--- src/rtl/dram_pkg.sv ---
// Shared definitions for the DRAM controller serial links: SIPO receiver state and parity helper.
// Parity support in the receiver is enabled with the DRAM_SIPO_PARITY_EN macro.
package dram_pkg;

  localparam int SIPO_MAX_WIDTH = 64;

  typedef enum logic {
    DATA   = 1'b0,
    PARITY = 1'b1
  } sipo_state_t;

  // Even parity check: 1 means the word plus its parity bit has an odd number of ones.
  function automatic logic even_parity(input logic [SIPO_MAX_WIDTH-1:0] word, input logic pbit);
    return (^word) ^ pbit;
  endfunction

endpackage

--- src/rtl/dram_bit_counter.sv ---
// Modulo-N counter with increment, synchronous clear and wrap strobe.
// Shared between the serial receive and transmit paths.
module dram_bit_counter
  import dram_pkg::*;
#(
  parameter int N = 8,
  localparam int CW = (N > 1) ? $clog2(N) : 1
) (
  input  logic          clk,
  input  logic          rst_b,
  input  logic          i_clear,
  input  logic          i_inc,
  output logic [CW-1:0] o_count,
  output logic          o_wrap
);

  localparam logic [CW-1:0] LAST = CW'(N - 1);

  logic [CW-1:0] r_count;
  logic          w_last;

  assign w_last  = (r_count == LAST);
  assign o_wrap  = i_inc & ~i_clear & w_last;
  assign o_count = r_count;

  always_ff @(posedge clk or negedge rst_b) begin
    if (!rst_b) begin
      r_count <= '0;
    end else if (i_clear) begin
      r_count <= '0;
    end else if (i_inc) begin
      r_count <= w_last ? '0 : r_count + CW'(1);
    end
  end

endmodule

--- src/rtl/dram_sipo_rx.sv ---
// Serial-to-parallel receiver: LSB-first bit capture into WIDTH-bit words with a valid/ready holding register.
// Define DRAM_SIPO_PARITY_EN to expect one even-parity bit after each word.
module dram_sipo_rx
  import dram_pkg::*;
#(
  parameter int WIDTH = 8
) (
  input  logic             clk,
  input  logic             rst_b,
  input  logic             clear,
  input  logic             shift,
  input  logic             data_in,
  output logic [WIDTH-1:0] data_out,
  output logic             data_valid,
  input  logic             data_ready,
  output logic             busy,
  output logic             overrun,
  output logic             parity_err
);

  localparam int CW = (WIDTH > 1) ? $clog2(WIDTH) : 1;

  sipo_state_t      r_state;
  sipo_state_t      w_state_next;
  logic [WIDTH-1:0] r_sreg;
  logic [WIDTH-1:0] w_sreg_shifted;
  logic [WIDTH-1:0] w_word;
  logic [WIDTH-1:0] r_data;
  logic             r_valid;
  logic             r_overrun;
  logic             w_accept;
  logic             w_data_bit;
  logic             w_wrap;
  logic             w_complete;
  logic             w_take;
  logic [CW-1:0]    w_count;

  assign w_accept       = shift & ~clear;
  assign w_data_bit     = w_accept & (r_state == DATA);
  assign w_sreg_shifted = {data_in, r_sreg[WIDTH-1:1]};
  assign w_take         = r_valid & data_ready;

  dram_bit_counter #(
    .N(WIDTH)
  ) u_bit_counter (
    .clk    (clk),
    .rst_b  (rst_b),
    .i_clear(clear),
    .i_inc  (w_data_bit),
    .o_count(w_count),
    .o_wrap (w_wrap)
  );

  always_ff @(posedge clk or negedge rst_b) begin
    if (!rst_b) begin
      r_state <= DATA;
    end else begin
      r_state <= w_state_next;
    end
  end

  always_comb begin
    w_state_next = r_state;
    w_complete   = 1'b0;
    w_word       = w_sreg_shifted;
    if (clear) begin
      w_state_next = DATA;
    end else if (w_accept) begin
      case (r_state)
        DATA: begin
          if (w_wrap) begin
`ifdef DRAM_SIPO_PARITY_EN
            w_state_next = PARITY;
`else
            w_complete   = 1'b1;
`endif
          end
        end
        PARITY: begin
          // The parity bit is not shifted in; the assembled word is already in the shift register.
`ifdef DRAM_SIPO_PARITY_EN
          w_complete   = 1'b1;
          w_word       = r_sreg;
`endif
          w_state_next = DATA;
        end
        default: w_state_next = DATA;
      endcase
    end
  end

  always_ff @(posedge clk or negedge rst_b) begin
    if (!rst_b) begin
      r_sreg <= '0;
    end else if (clear) begin
      r_sreg <= '0;
    end else if (w_data_bit) begin
      r_sreg <= w_sreg_shifted;
    end
  end

  // A completed word may replace the held word only if the consumer takes it in the same cycle.
  always_ff @(posedge clk or negedge rst_b) begin
    if (!rst_b) begin
      r_data    <= '0;
      r_valid   <= 1'b0;
      r_overrun <= 1'b0;
    end else if (clear) begin
      r_valid   <= 1'b0;
      r_overrun <= 1'b0;
    end else if (w_complete) begin
      if (!r_valid || data_ready) begin
        r_data  <= w_word;
        r_valid <= 1'b1;
      end else begin
        r_overrun <= 1'b1;
      end
    end else if (w_take) begin
      r_valid <= 1'b0;
    end
  end

`ifdef DRAM_SIPO_PARITY_EN
  logic                      r_perr;
  logic                      w_perr;
  logic [SIPO_MAX_WIDTH-1:0] w_word_ext;

  always_comb begin
    w_word_ext             = '0;
    w_word_ext[WIDTH-1:0]  = w_word;
    w_perr                 = even_parity(w_word_ext, data_in);
  end

  always_ff @(posedge clk or negedge rst_b) begin
    if (!rst_b) begin
      r_perr <= 1'b0;
    end else if (clear) begin
      r_perr <= 1'b0;
    end else if (w_complete && (!r_valid || data_ready)) begin
      r_perr <= w_perr;
    end
  end

  assign parity_err = r_perr;
`else
  assign parity_err = 1'b0;
`endif

  assign data_out   = r_data;
  assign data_valid = r_valid;
  assign overrun    = r_overrun;
  assign busy       = (w_count != '0) | (r_state == PARITY);

endmodule

--- config.mk ---
export PLATFORM = sky130hd
export DESIGN_NAME = dram_sipo_rx
export DESIGN_NICKNAME = d
export VERILOG_FILES = /design/src/rtl/dram_pkg.sv /design/src/rtl/dram_bit_counter.sv /design/src/rtl/dram_sipo_rx.sv
export SDC_FILE = /design/constraint.sdc
export NUM_CORES = 1
export LEC_CHECK = 0
export CAP_MARGIN = 20
export CORE_MARGIN = 5
export CORE_UTILIZATION = 36
export DETAILED_ROUTE_END_ITERATION = 7
export GPL_TIMING_DRIVEN = 0
export PLACE_DENSITY = 0.64
export SETUP_SLACK_MARGIN = 0.02
export SLEW_MARGIN = 15
export SYNTH_ARGS = -nofsm -noshare
export SYNTH_HDL_FRONTEND = slang
export SYNTH_SLANG_ARGS = --single-unit
--- constraint.sdc ---
create_clock -name clk -period 1.4 [get_ports clk]
set_input_delay 0.21 -clock clk [delete_from_list [all_inputs] [get_ports clk]]
set_output_delay 0.21 -clock clk [all_outputs]
set_load 0.1 [all_outputs]
==> metrics.md <==
| Metric | Value |
|---|---|
| Clock-pin slew on the worst setup and hold paths | `0.10 ns` |
| Inserted Clock Buffers | `3` |
| Final setup viols | `9` |
| Area leader, netlist | `dfrtp_1` |
| Starting DRT DRC Count | `5` |
| Setup CP Type | `register to register` |
| Slew Viols, Final | `0` |
| Non-Filler Instances | `117` |
| Async SR Flop Fraction | `100.0%` |
| Cell Rows | `17` |
| Initial antenna violation count | `0` |
| Pin count of the biggest net entering global routing | `21` |
| Ports | `18` |
| Reg2reg end | `data_out[6]` |
| Power Density | `approximately 940 nW/um2` |
| Min setup slack post-route | `-0.08973 ns` |
| Hold crit path type | `primary input to register` |
| Slew at the pin closest to its max-slew limit | `0.8658 ns` |
| Drt pass-1 iters | `3` |
| Layout Skew | `0.002969 ns` |
| Top FF cell, synth | `dfrtp_1` |
| Relative slew slack | `42.10%` |
| Sink Count | `20` |
| Number of synthesized flops with an enable pin | `0` |
| RR Startpoint | `u_bit_counter.o_count[1]` |
| Synth top area cells | `dfrtp_1 58%, mux2i_1 10%, mux2_2 10%` |
| Vias per inst | `4.778` |
| # diodes | `0` |
| Hold Startpoint | `shift` |
| Crit path from | `u_bit_counter.o_count[1]` |
| Synth cell types | `18` |
| Port bufs | `15` |
| DR WL/cell | `between 10 and 15 um` |
| CP required | `1.58 ns` |
| Final RePlAce weighted congestion | `~0.65` |
| CTS root buf | `clkbuf_4` |
| Detailed-route via count | `559` |
| Total GRT Usage | `around a tenth` |
| Failing checks | `setup timing` |
| Synth top area share | `58.22%` |
| H-tree Lvls | `1` |
| Initial Utilization | `a little under two fifths` |
| Die Width | `58.87 um` |
| Detail Route Antenna Nets | `0` |
| CP Capture Type | `register` |
| Max Fanout on Critical Path | `4` |
| Post-DP HPWL | `around 1.1 mm` |
| Worst EP arrival | `1.67 ns` |
| Worst vdd ir | `slightly above 0.6 mV` |
| RSZ-0062 raised after global routing | `yes` |
| Worst hold stages | `3` |
| R2R setup slack | `-0.09 ns` |
| Cell with the most instances after synthesis | `dfrtp_1` |
| Die ar. | `between 3000 and 4000 um2` |
| Clock latency at the later pin of the worst-skew pair | `between 0.2 and 0.3 ns` |
| Mapped Cells | `66` |
| Syn. warnings | `0` |
| First-pass GRT wire length | `between 2 and 3 mm` |
| FMAX | `671.3 MHz` |
| Syn_nets | `75` |
| Mapped Area | `859.6 um2` |
| Layout cells sized above 1 | `42.70%` |
| Number of nets in the layout | `99` |
| Final Hold Viols | `0` |
| WHS Endpoint | `u_bit_counter.o_count[2]` |
| Routed wire length | `1.529 mm` |
| Placed cells | `109` |
| Leak | `0.5871 nW` |
| Sequential fraction of the synthesis area | `between 50 and 60%` |
| Flops & latches, synth | `20` |
| Vias in the first global route | `597` |
| FF-to-FF path depth | `6` |
| Max clock buf depth | `2` |
| CTS tree | `done` |
| FF+latch area | `between 500 and 600 um2` |
| Run status | `finished, violations left` |
| GRT overflow | `0` |
| Average size of a mapped cell | `about 13 um2` |
| Remaining DRCs | `0` |
| Final min period | `roughly 1.5 ns` |
| Core area | `2255 um2` |
| Max Cap Viol | `0` |
| Area Growth Syn to Fin | `34.06%` |
| CP Launch Type | `register` |
| Total power | `between 1 and 1.5 mW` |
| Area of the multi-input gates | `just under 400 um2` |
| Period utilisation layout | `106.4%` |
| FILL cells | `roughly 220` |
| Synth cell count leaders | `20 x dfrtp_1, 12 x nor2_1, 9 x mux2i_1` |
| Die Y | `between 50 and 60 um` |
[sequential cells by signal, summed over array words and instances (netlist names)]
register,flops
data_out,8
r_sreg,7
u_bit_counter.o_count,3
overrun,1
data_valid,1
[kinds of logic (layout without fill, tap and decap cells)]
kind of cell             count (synthesis)  count (layout)  share of synthesized area, %
other                                    1               1                        0.4363
buffers and inverters                    6              29                         4.075
adder cells (fa/ha/maj)                  3               3                         4.367
AND/OR/NAND/NOR                         16              16                         9.608
flip-flops                              20              20                         58.22
XOR/XNOR                                 1               1                         1.019
AO/OA/AOI/OAI                            2               2                         1.310
multiplexers                            17              17                         20.96
[how the worst max path moves through the flow]
stage	to	slack (ns)	depth (start not counted)
2_1_floorplan	data_out[0]	-0.20	3
3_3_place_gp	busy	-0.61	4
3_5_place_dp	busy	-0.63	4
4_1_cts	data_out[6]	-0.16	6
5_1_grt	data_out[2]	-0.17	6
6_report	data_out[6]	-0.09	6
[per-stage QoR]
stage          cell area [um2]  setup TNS [ns]  hold slack (ns)  worst slack (ns)  utilization [%]
2_1_floorplan            870.8          -1.599         -0.08559           -0.1998                -
3_3_place_gp              1056          -6.214           0.4802           -0.6105            46.84
3_5_place_dp              1056          -6.168           0.4965           -0.6313            46.84
4_1_cts                   1140          -1.279           0.1910           -0.1629            50.55
5_1_grt                   1152          -1.358           0.2017           -0.1676            51.11
6_report                  1152         -0.6910           0.1997          -0.08973            51.11
[routing by layer]
layer | vias up | track usage [%] | wire [um]
met2 | 12 | 15.46 | 748
li1 | 261 | - | -
met3 | 0 | 2.851 | 102
met1 | 286 | 13.03 | 678
met4 | 0 | 4.854 | 0
met5 | - | 0 | 0
[critical path, cell delays in order, from the launching register on]
cell	delay, ns
dfrtp_1	0.43
ha_4	0.17
ha_4	0.14
nand2_4	0.05
nor3_4	0.15
buf_6	0.16
mux2_4	0.30
[cell usage in the layout (no fill, tap or decap), drive strengths merged]
| master | instances |
|---|---|
| xnor2 | 1 |
| nor2 | 12 |
| mux2 | 8 |
| a31oi | 1 |
| buf | 18 |
| a21oi | 1 |
| nor2b | 1 |
| inv | 2 |
| nand2b | 1 |
| ha | 3 |
| clkbuf | 5 |
| nor3 | 1 |
| dfrtp | 20 |
| conb | 1 |
| nand2 | 1 |
| clkdlybuf4s50 | 4 |
| mux2i | 9 |
[power breakdown]
group / leakage, nW / internal (mW) / switching [mW]
registers: 0.275 / 0.587 / 0.0108
clock network: 0.0210 / 0.158 / 0.162
logic: 0.291 / 0.0611 / 0.0985
[timing repair]
| action | 4_1_cts | 5_1_grt |
|---|---|---|
| buffers inserted | 4 | 0 |
| pin swaps | 4 | 1 |
| gates cloned | 0 | 0 |
| hold buffers | 0 | 0 |
| setup endpoints to repair | 19 | 9 |
| gates resized for setup | 73 | 2 |
[layout make-up]
type	count	share of cell area, %
Timing Repair Buffer	19	12.81
Clock buffer	4	3.149
Buffer	4	2.389
Tap cell	28	3.040
Sequential cell	20	43.76
Multi-Input combinational cell	40	34.20
Inverter	2	0.6515
Power figures use the tool's default switching activity.
